File: config.mk
export PLATFORM = sky130hd
export DESIGN_NAME = cpu_run_control
export DESIGN_NICKNAME = d
export VERILOG_FILES = /design/src/rtl/cpu_run_control.sv
export SDC_FILE = /design/constraint.sdc
export NUM_CORES = 1
export LEC_CHECK = 0
export BUFFER_PORTS_ARGS = -buffer_cell sky130_fd_sc_hd__buf_2
export CAP_MARGIN = 10
export CORE_MARGIN = 1.5
export CORE_UTILIZATION = 40
export CTS_BUF_LIST = sky130_fd_sc_hd__clkbuf_4
export DETAILED_ROUTE_END_ITERATION = 8
export GPL_ROUTABILITY_DRIVEN = 0
export RECOVER_POWER = 50
export SLEW_MARGIN = 20
export SYNTH_ARGS = -nofsm -noshare
export SYNTH_HDL_FRONTEND = slang
export SYNTH_SLANG_ARGS = --single-unit
File: constraint.sdc
create_clock -name cpu_clk -period 4.62 [get_ports cpu_clk]
set_input_delay 0 -clock cpu_clk [delete_from_list [all_inputs] [get_ports cpu_clk]]
set_output_delay 0 -clock cpu_clk [all_outputs]
set_load 0.05 [all_outputs]
File: src/rtl/cpu_run_control.sv
// cpu_run_control
//   Run-control stage behind the board support/reset sequencer. Synchronizes the
//   sequencer levels into the CPU clock domain and sequences CPU reset, boot,
//   run enable and interrupt request, with debug halt / single-step / resume and
//   a retired-cycle counter.
//
// Ports
//   cpu_clk          CPU clock, clocks every flop here
//   dcm_reset        asynchronous active-high reset
//   i_reset_in       sequencer reset level (async)
//   i_boot_in        sequencer boot level (async)
//   i_halt_in        sequencer halt level (async)
//   i_interrupt_in   interrupt level (async)
//   i_halt_req       debug halt pulse
//   i_run_req        debug resume pulse
//   i_step_req       debug single-step pulse
//   i_cycle_done     CPU retired one microinstruction this cycle
//   i_irq_ack        CPU accepted the interrupt
//   o_cpu_reset      CPU reset
//   o_cpu_boot       one-cycle boot strobe
//   o_cpu_run        CPU may advance
//   o_halted         CPU stopped in HALTED
//   o_step_ack       one-cycle pulse when a single step completes
//   o_irq            latched interrupt request
//   o_cycle_count    cycle_done pulses seen while o_cpu_run=1 (wraps)
module cpu_run_control #(
   parameter int RESET_STRETCH = 4,
   parameter int CNT_W         = 32
) (
   input  logic             cpu_clk,
   input  logic             dcm_reset,
   input  logic             i_reset_in,
   input  logic             i_boot_in,
   input  logic             i_halt_in,
   input  logic             i_interrupt_in,
   input  logic             i_halt_req,
   input  logic             i_run_req,
   input  logic             i_step_req,
   input  logic             i_cycle_done,
   input  logic             i_irq_ack,
   output logic             o_cpu_reset,
   output logic             o_cpu_boot,
   output logic             o_cpu_run,
   output logic             o_halted,
   output logic             o_step_ack,
   output logic             o_irq,
   output logic [CNT_W-1:0] o_cycle_count
);

   typedef enum logic [2:0] {
      S_RESET, S_WAIT_BOOT, S_RUN, S_HALTING, S_HALTED, S_STEP
   } state_t;

   localparam logic [3:0] STRETCH_MAX = 4'(RESET_STRETCH);

   // two-flop synchronizers; reset sync powers up asserted
   logic [1:0] r_rst_sync, r_boot_sync, r_halt_sync, r_int_sync;
   logic       r_boot_prev, r_int_prev;

   always_ff @(posedge cpu_clk or posedge dcm_reset) begin
      if (dcm_reset) begin
         r_rst_sync  <= 2'b11;
         r_boot_sync <= 2'b00;
         r_halt_sync <= 2'b00;
         r_int_sync  <= 2'b00;
         r_boot_prev <= 1'b0;
         r_int_prev  <= 1'b0;
      end else begin
         r_rst_sync  <= {r_rst_sync[0],  i_reset_in};
         r_boot_sync <= {r_boot_sync[0], i_boot_in};
         r_halt_sync <= {r_halt_sync[0], i_halt_in};
         r_int_sync  <= {r_int_sync[0],  i_interrupt_in};
         r_boot_prev <= r_boot_sync[1];
         r_int_prev  <= r_int_sync[1];
      end
   end

   logic w_rst_s, w_halt_s, w_boot_rise, w_int_rise;
   assign w_rst_s     = r_rst_sync[1];
   assign w_halt_s    = r_halt_sync[1];
   assign w_boot_rise = r_boot_sync[1] & ~r_boot_prev;
   assign w_int_rise  = r_int_sync[1]  & ~r_int_prev;

   state_t     r_state, w_next;
   logic [3:0] r_stretch, w_stretch_nxt;
   logic       w_boot_nxt, w_sack_nxt;

   always_ff @(posedge cpu_clk or posedge dcm_reset) begin
      if (dcm_reset) begin
         r_state   <= S_RESET;
         r_stretch <= 4'd0;
      end else begin
         r_state   <= w_next;
         r_stretch <= w_stretch_nxt;
      end
   end

   always_comb begin
      w_next        = r_state;
      w_stretch_nxt = r_stretch;
      w_boot_nxt    = 1'b0;
      w_sack_nxt    = 1'b0;
      if (w_rst_s) begin
         // synchronized reset overrides everything and reloads the stretch
         w_next        = S_RESET;
         w_stretch_nxt = 4'd0;
      end else begin
         case (r_state)
            S_RESET: begin
               // r_stretch counts consecutive low cycles already seen
               if (r_stretch == STRETCH_MAX) w_next = S_WAIT_BOOT;
               else                          w_stretch_nxt = r_stretch + 4'd1;
            end
            S_WAIT_BOOT: begin
               if (w_boot_rise) begin
                  w_next     = S_RUN;
                  w_boot_nxt = 1'b1;
               end
            end
            S_RUN: begin
               if (i_halt_req || w_halt_s) w_next = S_HALTING;
            end
            S_HALTING: begin
               if (i_cycle_done) w_next = S_HALTED;
            end
            S_HALTED: begin
               if (i_step_req)                  w_next = S_STEP;
               else if (i_run_req && !w_halt_s) w_next = S_RUN;
            end
            S_STEP: begin
               if (i_cycle_done) begin
                  w_next     = S_HALTED;
                  w_sack_nxt = 1'b1;
               end
            end
            default: w_next = S_RESET;
         endcase
      end
   end

   // outputs registered from the next-state decode so they line up with r_state
   logic             r_cpu_reset, r_cpu_boot, r_cpu_run, r_halted, r_step_ack, r_irq;
   logic [CNT_W-1:0] r_count;
   logic             w_next_rst;
   assign w_next_rst = (w_next == S_RESET);

   always_ff @(posedge cpu_clk or posedge dcm_reset) begin
      if (dcm_reset) begin
         r_cpu_reset <= 1'b1;
         r_cpu_boot  <= 1'b0;
         r_cpu_run   <= 1'b0;
         r_halted    <= 1'b0;
         r_step_ack  <= 1'b0;
         r_irq       <= 1'b0;
         r_count     <= '0;
      end else begin
         r_cpu_reset <= w_next_rst;
         r_cpu_boot  <= w_boot_nxt;
         r_cpu_run   <= (w_next == S_RUN) || (w_next == S_HALTING) || (w_next == S_STEP);
         r_halted    <= (w_next == S_HALTED);
         r_step_ack  <= w_sack_nxt;
         if (w_next_rst)                    r_irq <= 1'b0;
         else if (w_int_rise)               r_irq <= 1'b1;   // set beats ack
         else if (i_irq_ack)                r_irq <= 1'b0;
         if (w_next_rst)                    r_count <= '0;
         else if (r_cpu_run && i_cycle_done) r_count <= r_count + {{(CNT_W-1){1'b0}}, 1'b1};
      end
   end

   assign o_cpu_reset   = r_cpu_reset;
   assign o_cpu_boot    = r_cpu_boot;
   assign o_cpu_run     = r_cpu_run;
   assign o_halted      = r_halted;
   assign o_step_ack    = r_step_ack;
   assign o_irq         = r_irq;
   assign o_cycle_count = r_count;

endmodule

==> qor.yml <==
logic_synthesis:
  synthDistinctLibCells: 40
  yosysWarnings: 0
  syn_nets: 261
  async_reset_ff_share_pct: 100
  synth-seq-cells: 55
  yosysTopAreaCell: "dfrtp_1"
  synth_area_per_cell_um2: 10.7
  synth_area_leaders: "dfrtp_1, xor2_1, nor2_1, nor2_2, dfstp_2"
  ys_seq_area_share_pct: 52.2
  yosysTopAreaCellShare_pct: 49.2
  synth_edf_count: 0
  synth_commonest_cells: "dfrtp_1, nor2_1, xor2_1"
  yosysMostFrequentCell: "dfrtp_1"
  synth_cells: 247
  yosys_most_used_dff: "dfrtp_1"
  syn_area_um2: 2640
critical_path:
  worstRegToRegCells: 8
  r2r-end: "o_cycle_count[24]"
  worstSetupStartpoint: "r_stretch[0]"
  cp_num_buf_inv: 2
  crit_type: "reg -> reg"
  slowest_stage: "dfrtp_1"
  crit_fanout: 34
  regToRegStartpoint: "r_stretch[0]"
  path_delay_family: "compound AO/OA/AOI/OAI gates"
  crit_path_end_kind: "flop"
  start_kind: "flop"
  endpoint: "o_cycle_count[24]"
  path_depth: 8
  crit_chain: "inv_1, ha_1, nand2_1, nor4_1, o32ai_2, a21o_1, buf_4, nor2_1"
  cp.required_ns: 4.87
  slowest_delay_ns: 0.43
  r2r_setup_slack_ns: 2.69
  worst_ep_arrival_time_ns: 2.18
die:
  initial_core_util_pct: 41.4
  fp.dieH_um: 84.3
  die-area_um2: 7110
  core_um2: 6390
  row_count: 29
  die_x_um: 84.3
  io_pins: 49
routing:
  ant_nets: 0
  routedWlPerCell_um: 13.2
  drc_errors: 0
  num_vias: 1893
  wirelength_um: 5040
  drt_iter0_markers: 113
  drtPass1Iterations: 4
  via_per_inst: 4.94
grt:
  grt_max_degree: 56
  overflow: 0
  grt_usage_pct: 15.4
  grt_pass1_wl_um: 8870
  antenna_found_initial: 0
  first_global_vias: 1900
clocking:
  cts-root-buf: "clkbuf_4"
  ctsResizeCount: 0
  insertion_delay_ns: 0.37
  cts.clk_slew.worst_paths_ns: 0.16
  cts_tree: "yes"
  clkSinkCount: 55
  cts_max_level: 2
  clock_tree.buffer_depth: 2
  cts_made_buffers: 5
  ctsHoldBuffers: 8
  cts_setup_buffers: 0
sta:
  totalNegativeSetupSlack_ns: 0
  min_period_ns: 1.93
  relSlewSlack_pct: 53.9
  fmax_ghz: 0.518
  drv_slew: 0
  fin_skew_ns: 0.0120
  timing.final.ws_setup_ns: 2.69
  fin_crit_sh_pct: 41.8
  hold_violations: 0
  worst_pin_slew_ns: 0.691
  rsz0062_at_grt: "false"
  setup_viol: 0
place:
  pre_cts_slack_ns: 2.70
  place_hpwl_um: 3450
  io_buffers: 48
  dpl_cell_area_um2: 2940
  placed_cells: 367
pwr:
  power_uw: 972
  cellLeakagePower_nw: 1.46
  p_per_area_nw_per_um2: 312
  vdd_drop_max_mv: 0.155
final_layout:
  drive_gt1_share_pct: 26.8
  nNetsFinal: 319
  final_cells: 383
  final_area_um2: 3120
  diodes: 0
  areaGrowthSynthToFinish_pct: 17.9
worst_hold_path:
  hp-class: "in -> reg"
run_status:
  status: "finished, final reports clean"
run:
  cap_violations: 0
==> routing by layer <==
layer | routed length (µm) | up-vias | GRT usage, %
li1 | - | 950 | -
met1 | 2450 | 897 | 20.9
met2 | 2300 | 41 | 24.4
met3 | 234 | 5 | 3.93
met4 | 62 | 0 | 4.47
met5 | 0 | - | 0
==> logic make-up after synthesis <==
group | after synthesis | share of synthesized area [%]
AO/OA/AOI/OAI | 23 | 6.01
XOR/XNOR | 29 | 9.61
adder cells (fa/ha/maj) | 3 | 1.42
buffers and inverters | 14 | 3.08
flip-flops | 55 | 52.2
multiplexers | 1 | 0.379
AND/OR/NAND/NOR | 122 | 27.3
==> sequential cells by signal, summed over array words and instances (netlist names) <==
signal and count:
r_stretch 4, o_cpu_boot 1, r_halt_sync 2, o_cycle_count 32, r_state 3, r_boot_prev 1
o_cpu_run 1, r_boot_sync 2, r_rst_sync 2, o_irq 1, r_int_prev 1, r_int_sync 2
o_cpu_reset 1, o_halted 1, o_step_ack 1
==> layout make-up <==
cell class | count | area [µm²]
Clock buffer | 6 | 45.0
Inverter | 7 | 26.3
Tap cell | 77 | 96.3
Timing Repair Buffer | 58 | 327
Clock inverter | 2 | 60.1
Sequential cell | 55 | 1380
Multi-Input combinational cell | 178 | 1180
Fill cell | 612 | 3270
==> tightest hold or removal path: stages <==
cell and delay, ns:
buf_2 0.09, nor2_1 0.03, nand2_1 0.07, or3_1 0.10, a31oi_1 0.10
==> cells in the final DEF (no fill, tap or decap), types with 4 or more instances in the layout <==
cell | Yosys | routed
nand4_1 | 10 | 10
or3_1 | 6 | 6
o21ai_0 | 6 | 6
nand2_1 | 21 | 21
nor2_1 | 30 | 30
clkbuf_4 | 0 | 6
clkbuf_1 | 1 | 7
dlygate4sd3_1 | 0 | 8
dfrtp_1 | 52 | 52
nand2b_1 | 5 | 5
a21oi_1 | 5 | 5
xor2_1 | 23 | 23
nand3_1 | 14 | 14
buf_2 | 2 | 41
inv_1 | 7 | 7
a21oi_2 | 4 | 4
xnor2_1 | 6 | 6
nor3_1 | 5 | 5
nor2_2 | 13 | 13
==> report_power, final <==
group          internal, mW  total, mW  switching, mW
registers             0.503      0.522         0.0189
logic                0.0441      0.125         0.0807
clock network         0.175      0.325          0.150
==> through the flow <==
stage | util (%) | hold slack, ns
after detailed placement | 46.0 | 0.107
final | 48.8 | 0.0425
after global placement | 46.0 | 0.104
after CTS | 48.9 | 0.0190
after floorplan | - | 0.00448
after global routing | 48.8 | 0.0850
==> how the worst min path moves through the flow <==
stage | slack [ns] | end | depth (start not counted) | startpoint
4_1_cts | 0.02 | r_state[1] | 5 | i_step_req
6_report | 0.04 | r_state[1] | 5 | i_step_req
2_1_floorplan | 0.004 | r_rst_sync[0] | 0 | i_reset_in
5_1_grt | 0.08 | r_state[1] | 5 | i_step_req
3_5_place_dp | 0.11 | r_rst_sync[0] | 1 | i_reset_in
3_3_place_gp | 0.10 | r_rst_sync[0] | 1 | i_reset_in
(Power assumes the default switching activity.)
